--- config.mk ---
export PLATFORM = sky130hd
export DESIGN_NAME = button_conditioner
export DESIGN_NICKNAME = d
export VERILOG_FILES = /design/src/rtl/reaction_pkg.sv /design/src/rtl/debounce_channel.sv /design/src/rtl/button_conditioner.sv
export SDC_FILE = /design/constraint.sdc
export NUM_CORES = 1
export LEC_CHECK = 0
export BUFFER_PORTS_ARGS = -buffer_cell sky130_fd_sc_hd__buf_2
export CORE_UTILIZATION = 25
export CTS_CLUSTER_DIAMETER = 120
export DETAILED_ROUTE_END_ITERATION = 16
export HOLD_SLACK_MARGIN = 0.03
export SLEW_MARGIN = 15
export SYNTH_ARGS = -nofsm -noshare
export SYNTH_HDL_FRONTEND = slang
export SYNTH_SLANG_ARGS = --single-unit
--- constraint.sdc ---
create_clock -name clk -period 8.7 [get_ports clk]
set_input_delay 1.74 -clock clk [delete_from_list [all_inputs] [get_ports clk]]
set_output_delay 1.74 -clock clk [all_outputs]
set_load 0.1 [all_outputs]
--- src/rtl/reaction_pkg.sv ---
// reaction_pkg: shared timing constants for the reaction-game front end
package reaction_pkg;
  localparam int CLK_HZ = 50000000;
  localparam int DEF_DEBOUNCE_CYCLES = 500000;
  localparam int DEF_HOLD_CYCLES = 100000000;
endpackage

--- src/rtl/debounce_channel.sv ---
// debounce_channel: synchronize, debounce and rise-detect one raw button
module debounce_channel
  import reaction_pkg::*;
#(
  parameter int DEBOUNCE_CYCLES = DEF_DEBOUNCE_CYCLES
) (
  input  logic clk,
  input  logic rst_n,
  input  logic raw,
  output logic lvl,
  output logic rise
);
  localparam int CW = $clog2(DEBOUNCE_CYCLES + 1);
  logic [1:0] sync;
  logic [CW-1:0] cnt;
  logic lvl_d;
  // two-flop synchronizer feeding a restart-on-reversion counter; the level flips once the difference has persisted
  always_ff @(posedge clk or negedge rst_n)
    if (!rst_n) begin
      sync <= '0;
      cnt <= '0;
      lvl <= 1'b0;
      lvl_d <= 1'b0;
    end else begin
      sync <= {sync[0], raw};
      lvl_d <= lvl;
      if (sync[1] == lvl) cnt <= '0;
      else if (cnt == CW'(DEBOUNCE_CYCLES - 1)) begin
        cnt <= '0;
        lvl <= ~lvl;
      end else cnt <= cnt + 1'b1;
    end
  assign rise = lvl & ~lvl_d;
endmodule

--- src/rtl/button_conditioner.sv ---
// button_conditioner: debounced press pulses plus a long-hold reset request
module button_conditioner
  import reaction_pkg::*;
#(
  parameter int DEBOUNCE_CYCLES = DEF_DEBOUNCE_CYCLES,
  parameter int HOLD_CYCLES = DEF_HOLD_CYCLES
) (
  input  logic clk,
  input  logic reset,
  input  logic start_raw,
  input  logic react_raw,
  input  logic reset_raw,
  output logic start_btn,
  output logic react_btn,
  output logic reset_req,
  output logic start_lvl,
  output logic react_lvl,
  output logic reset_lvl
);
  localparam int HW = $clog2(HOLD_CYCLES + 1);
  logic [1:0] rst_sync;
  logic rst_n;
  logic reset_rise;
  logic [HW-1:0] hold;
  // reset asserts immediately and releases two edges later, aligned to clk
  always_ff @(posedge clk or negedge reset)
    if (!reset) rst_sync <= '0;
    else rst_sync <= {rst_sync[0], 1'b1};
  assign rst_n = rst_sync[1];
  debounce_channel #(.DEBOUNCE_CYCLES(DEBOUNCE_CYCLES)) u_start (
    .clk(clk), .rst_n(rst_n), .raw(start_raw), .lvl(start_lvl), .rise(start_btn)
  );
  debounce_channel #(.DEBOUNCE_CYCLES(DEBOUNCE_CYCLES)) u_react (
    .clk(clk), .rst_n(rst_n), .raw(react_raw), .lvl(react_lvl), .rise(react_btn)
  );
  debounce_channel #(.DEBOUNCE_CYCLES(DEBOUNCE_CYCLES)) u_reset (
    .clk(clk), .rst_n(rst_n), .raw(reset_raw), .lvl(reset_lvl), .rise(reset_rise)
  );
  // hold timer starts on the debounced press, saturates, and clears once released
  always_ff @(posedge clk or negedge rst_n)
    if (!rst_n) hold <= '0;
    else hold <= !reset_lvl ? '0 : reset_rise ? HW'(1) : hold == HW'(HOLD_CYCLES) ? hold : hold + 1'b1;
  assign reset_req = reset_lvl && hold == HW'(HOLD_CYCLES);
endmodule

==> flow_results.xml <==
<?xml version="1.0" encoding="UTF-8"?>
<metrics>
  <group name="critical_path">
    <metric name="critical_path.n_buffers_inverters" unit="">2</metric>
    <metric name="kind_of_critical_path" unit="">flip-flop to output pin</metric>
    <metric name="cpLargestDelayFamily" unit="">simple AND/OR/NAND/NOR gates</metric>
    <metric name="critPathCaptureType" unit="">output pin</metric>
    <metric name="cp.depth" unit="">6</metric>
    <metric name="critical_path.reg2reg.endpoint" unit="">hold[22]</metric>
    <metric name="crit_fanout" unit="">7</metric>
    <metric name="critPathSlowestCell" unit="">buf_2</metric>
    <metric name="worst_setup_path_startpoint" unit="">hold[0]</metric>
    <metric name="cp-endpoint" unit="">reset_req</metric>
    <metric name="count_of_cells_along_the_worst_register_to_register_path" unit="">6</metric>
    <metric name="arrival" unit="ns">2.36</metric>
    <metric name="startpoint_type" unit="">flip-flop</metric>
    <metric name="critical_path.max_stage_delay" unit="ns">0.52</metric>
    <metric name="path_cells" unit="">inv_1, ha_1, nor4b_1, nand4_1, nor3_2, buf_2</metric>
    <metric name="crit-reg2reg-launch" unit="">hold[0]</metric>
    <metric name="cp.required" unit="ns">6.96</metric>
    <metric name="setup_slack_on_the_worst_flop_to_flop_path" unit="ns">6.42</metric>
  </group>
  <group name="sta">
    <metric name="hold_violations" unit="">0</metric>
    <metric name="rsz0062_at_grt" unit="">false</metric>
    <metric name="setup_ws" unit="ns">4.597</metric>
    <metric name="tns" unit="ns">0</metric>
    <metric name="worst-slew-pin-transition" unit="ns">0.8098</metric>
    <metric name="maxClockFrequency" unit="GHz">0.2437</metric>
    <metric name="setup_violations" unit="">0</metric>
    <metric name="period_needed" unit="ns">4.103</metric>
    <metric name="finalCritPeriodShare" unit="%">47.16</metric>
    <metric name="slew_viol_final" unit="">0</metric>
    <metric name="relSlewSlack" unit="%">45.88</metric>
    <metric name="worst_clock_skew" unit="ns">0.006080</metric>
  </group>
  <group name="die">
    <metric name="die_h" unit="microns">137.3</metric>
    <metric name="effective_utilization_at_floorplan" unit="%">25.47</metric>
    <metric name="die_w" unit="microns">137.3</metric>
    <metric name="coreArea" unit="sq um">17960</metric>
    <metric name="die_area" unit="sq um">18850</metric>
    <metric name="rows" unit="">49</metric>
    <metric name="pin_count" unit="">11</metric>
  </group>
  <group name="routing">
    <metric name="route.final.wire_length" unit="microns">8146</metric>
    <metric name="via_count" unit="">3142</metric>
    <metric name="drcViolationCount" unit="">0</metric>
    <metric name="drt_first_iter_violations" unit="">174</metric>
    <metric name="post_drt_wl_per_cell" unit="microns">11.60</metric>
    <metric name="dr.pass1.iters" unit="">4</metric>
    <metric name="ant_nets" unit="">0</metric>
    <metric name="route.detailed.vias_per_inst" unit="">4.476</metric>
  </group>
  <group name="power">
    <metric name="powerDensity" unit="nW/um^2">179.7</metric>
    <metric name="p_switching" unit="mW">0.1845</metric>
    <metric name="intPower" unit="mW">0.7527</metric>
    <metric name="vdd_ir_drop_max" unit="V">0.0001073</metric>
    <metric name="combPwrFrac" unit="%">1.9</metric>
    <metric name="sw_frac_of_total" unit="%">19.69</metric>
    <metric name="power.static_leakage" unit="nW">2.121</metric>
    <metric name="seqPwrFrac" unit="%">50.0</metric>
    <metric name="clockPowerShare" unit="%">48.0</metric>
  </group>
  <group name="clock_network">
    <metric name="cts_tree" unit="">done</metric>
    <metric name="tritoncts_num_sinks" unit="">98</metric>
    <metric name="cts.hold.buffers_added" unit="">0</metric>
    <metric name="post_cts_resize_count" unit="">0</metric>
    <metric name="clk_transition_reported_paths" unit="ns">0.06</metric>
    <metric name="number_of_setup_buffers_added_after_cts" unit="">0</metric>
    <metric name="clk-insertion-delay-late" unit="ns">0.34</metric>
    <metric name="clock_tree.root_cell" unit="">clkbuf_16</metric>
    <metric name="cts_made_buffers" unit="">9</metric>
    <metric name="number_of_buffers_between_clock_root_and_the_deepest_sink" unit="">2</metric>
    <metric name="h-tree-depth" unit="">3</metric>
  </group>
  <group name="placement">
    <metric name="placement.setup.worst_slack" unit="ns">4.956</metric>
    <metric name="placement.io_buffers" unit="">10</metric>
    <metric name="place_hpwl" unit="microns">5512</metric>
    <metric name="gp_congestion" unit="">0.7829</metric>
  </group>
  <group name="grt">
    <metric name="grt_remaining_overflow" unit="">0</metric>
    <metric name="antenna_found_initial" unit="">0</metric>
    <metric name="grt_max_degree" unit="">58</metric>
    <metric name="global_route.usage.total" unit="%">9.784</metric>
    <metric name="wire_length_of_the_first_global_routing_pass" unit="microns">14550</metric>
    <metric name="vias_in_the_first_global_route" unit="">3216</metric>
  </group>
  <group name="synth">
    <metric name="synthDistinctLibCells" unit="">42</metric>
    <metric name="count_of_flip_flops_with_a_built_in_enable_after_synthesis" unit="">0</metric>
    <metric name="netlist.top_cell.by_area" unit="">dfrtp_1</metric>
    <metric name="syn_area" unit="sq um">4576</metric>
    <metric name="synth.area.top_cells" unit="">dfrtp_1, xor2_1, nor2_1, xnor2_1, nand4_1</metric>
    <metric name="synth_ff_type" unit="">dfrtp_1</metric>
    <metric name="postSynthCellCount" unit="">456</metric>
    <metric name="async_flop_share" unit="%">100.0</metric>
    <metric name="ys_ff_latch" unit="">98</metric>
    <metric name="synth_area_per_cell" unit="sq um">10.03</metric>
    <metric name="postSynthNetCount" unit="">466</metric>
    <metric name="yosys_warnings" unit="">0</metric>
    <metric name="synth-seq-area-share" unit="%">53.60</metric>
    <metric name="synth_top_cell_area_share" unit="%">53.60</metric>
  </group>
  <group name="final_layout">
    <metric name="area_growth" unit="%">13.97</metric>
    <metric name="top_library_cells_by_usage_in_the_layout_fill_and_taps_aside" unit="">dfrtp_1, nor2_1, xor2_1, nand2_1, nand3_1</metric>
    <metric name="number_of_diodes_added_for_antenna_fixing" unit="">0</metric>
    <metric name="layout.cells.most_common" unit="">dfrtp_1</metric>
    <metric name="drive_above_1_share" unit="%">7.822</metric>
    <metric name="layout.nets" unit="">479</metric>
  </group>
  <group name="outcome">
    <metric name="run_status" unit="">finished clean</metric>
  </group>
  <group name="min_path">
    <metric name="hold_path_class" unit="">flip-flop to async pin</metric>
  </group>
  <group name="run">
    <metric name="drv.max_cap_violation_count" unit="">0</metric>
  </group>
</metrics>
-- cell usage after synthesis (all sizes together), types with 2 or more instances --
cell,number
nor4,8
nand2,31
o21ai,7
nor4b,4
ha,5
dfrtp,98
mux2i,2
nor2,94
mux2,2
xnor2,25
nor2b,2
and4,6
clkbuf,2
or2,3
or4,2
nand3,28
nor3,11
nand4,27
buf,7
inv,13
xor2,48
or3,6
and3,8
and2,2
a21oi,5
-- power by group through the flow --
| stage | Sequential (mW) | Combinational, mW | Clock [mW] |
|---|---|---|---|
| finish | 0.469 | 0.0181 | 0.450 |
| global route | 0.470 | 0.0217 | 0.481 |
| CTS | 0.469 | 0.0191 | 0.467 |
| detailed placement | 0.478 | 0.0188 | 0 |
| global placement | 0.477 | 0.0180 | 0 |
| floorplan | 0.479 | 0.0108 | 0 |
-- worst min-delay path by stage --
stage / to / slack (ns) / cells past startpoint
floorplan: rst_sync[1] / 0.33 / 0
global route: u_reset.sync[1] / 0.35 / 0
detailed placement: hold[15] / 0.33 / 0
CTS: hold[14] / 0.33 / 0
finish: hold[14] / 0.31 / 0
global placement: hold[15] / 0.32 / 0
-- cells by family after synthesis --
kind of cell,after synthesis,share of synthesized area (%)
and+or+nand+nor,239,26.25
DFF,98,53.60
xor gates and xnor gates,73,13.97
buffers and inverters,22,2.160
AOI/OAI and AO/OA,14,1.641
adders and majority gates,5,1.367
muxes,4,0.9297
other,1,0.08196
-- flip-flops by register name, indices dropped and copies added, names as in the netlist --
signal	flops
u_reset.lvl_d	1
u_react.cnt	19
u_start.sync	2
hold	27
u_start.lvl	1
u_reset.lvl	1
u_start.cnt	19
u_start.lvl_d	1
u_react.lvl_d	1
u_react.sync	2
u_reset.sync	2
u_react.lvl	1
u_reset.cnt	19
rst_sync	2
-- layer usage --
layer  wire [microns]  part of all wire (%)  vias to the layer above  global-route usage [%]
li1                 -                     -                     1559                       -
met5                0                     0                        -                       0
met2             3808                    47                       38                   15.82
met4              132                   1.6                        0                   3.785
met3              356                   4.4                       11                   3.495
met1             3848                    47                     1534                   11.85
-- final cells by class --
| class | instances | area (sq um) |
|---|---|---|
| Clock inverter | 5 | 102.6 |
| Tap cell | 229 | 286.5 |
| Sequential cell | 98 | 2456 |
| Multi-Input combinational cell | 336 | 2024 |
| Clock buffer | 10 | 239.0 |
| Inverter | 13 | 48.80 |
| Fill cell | 1835 | 12750 |
| Timing Repair Buffer | 11 | 57.56 |
-- through the flow --
stage	power, mW	utilization, %	area (sq um)	instances	hold WS, ns
detailed placement	0.4965	27.13	4873	687	0.3275
global placement	0.4953	27.13	4873	687	0.3238
global route	0.9727	29.03	5215	702	0.3540
CTS	0.9547	29.03	5215	702	0.3339
finish	0.9371	29.03	5215	702	0.3063
floorplan	0.4899	-	4576	456	0.3312
(Power assumes the default switching activity.)
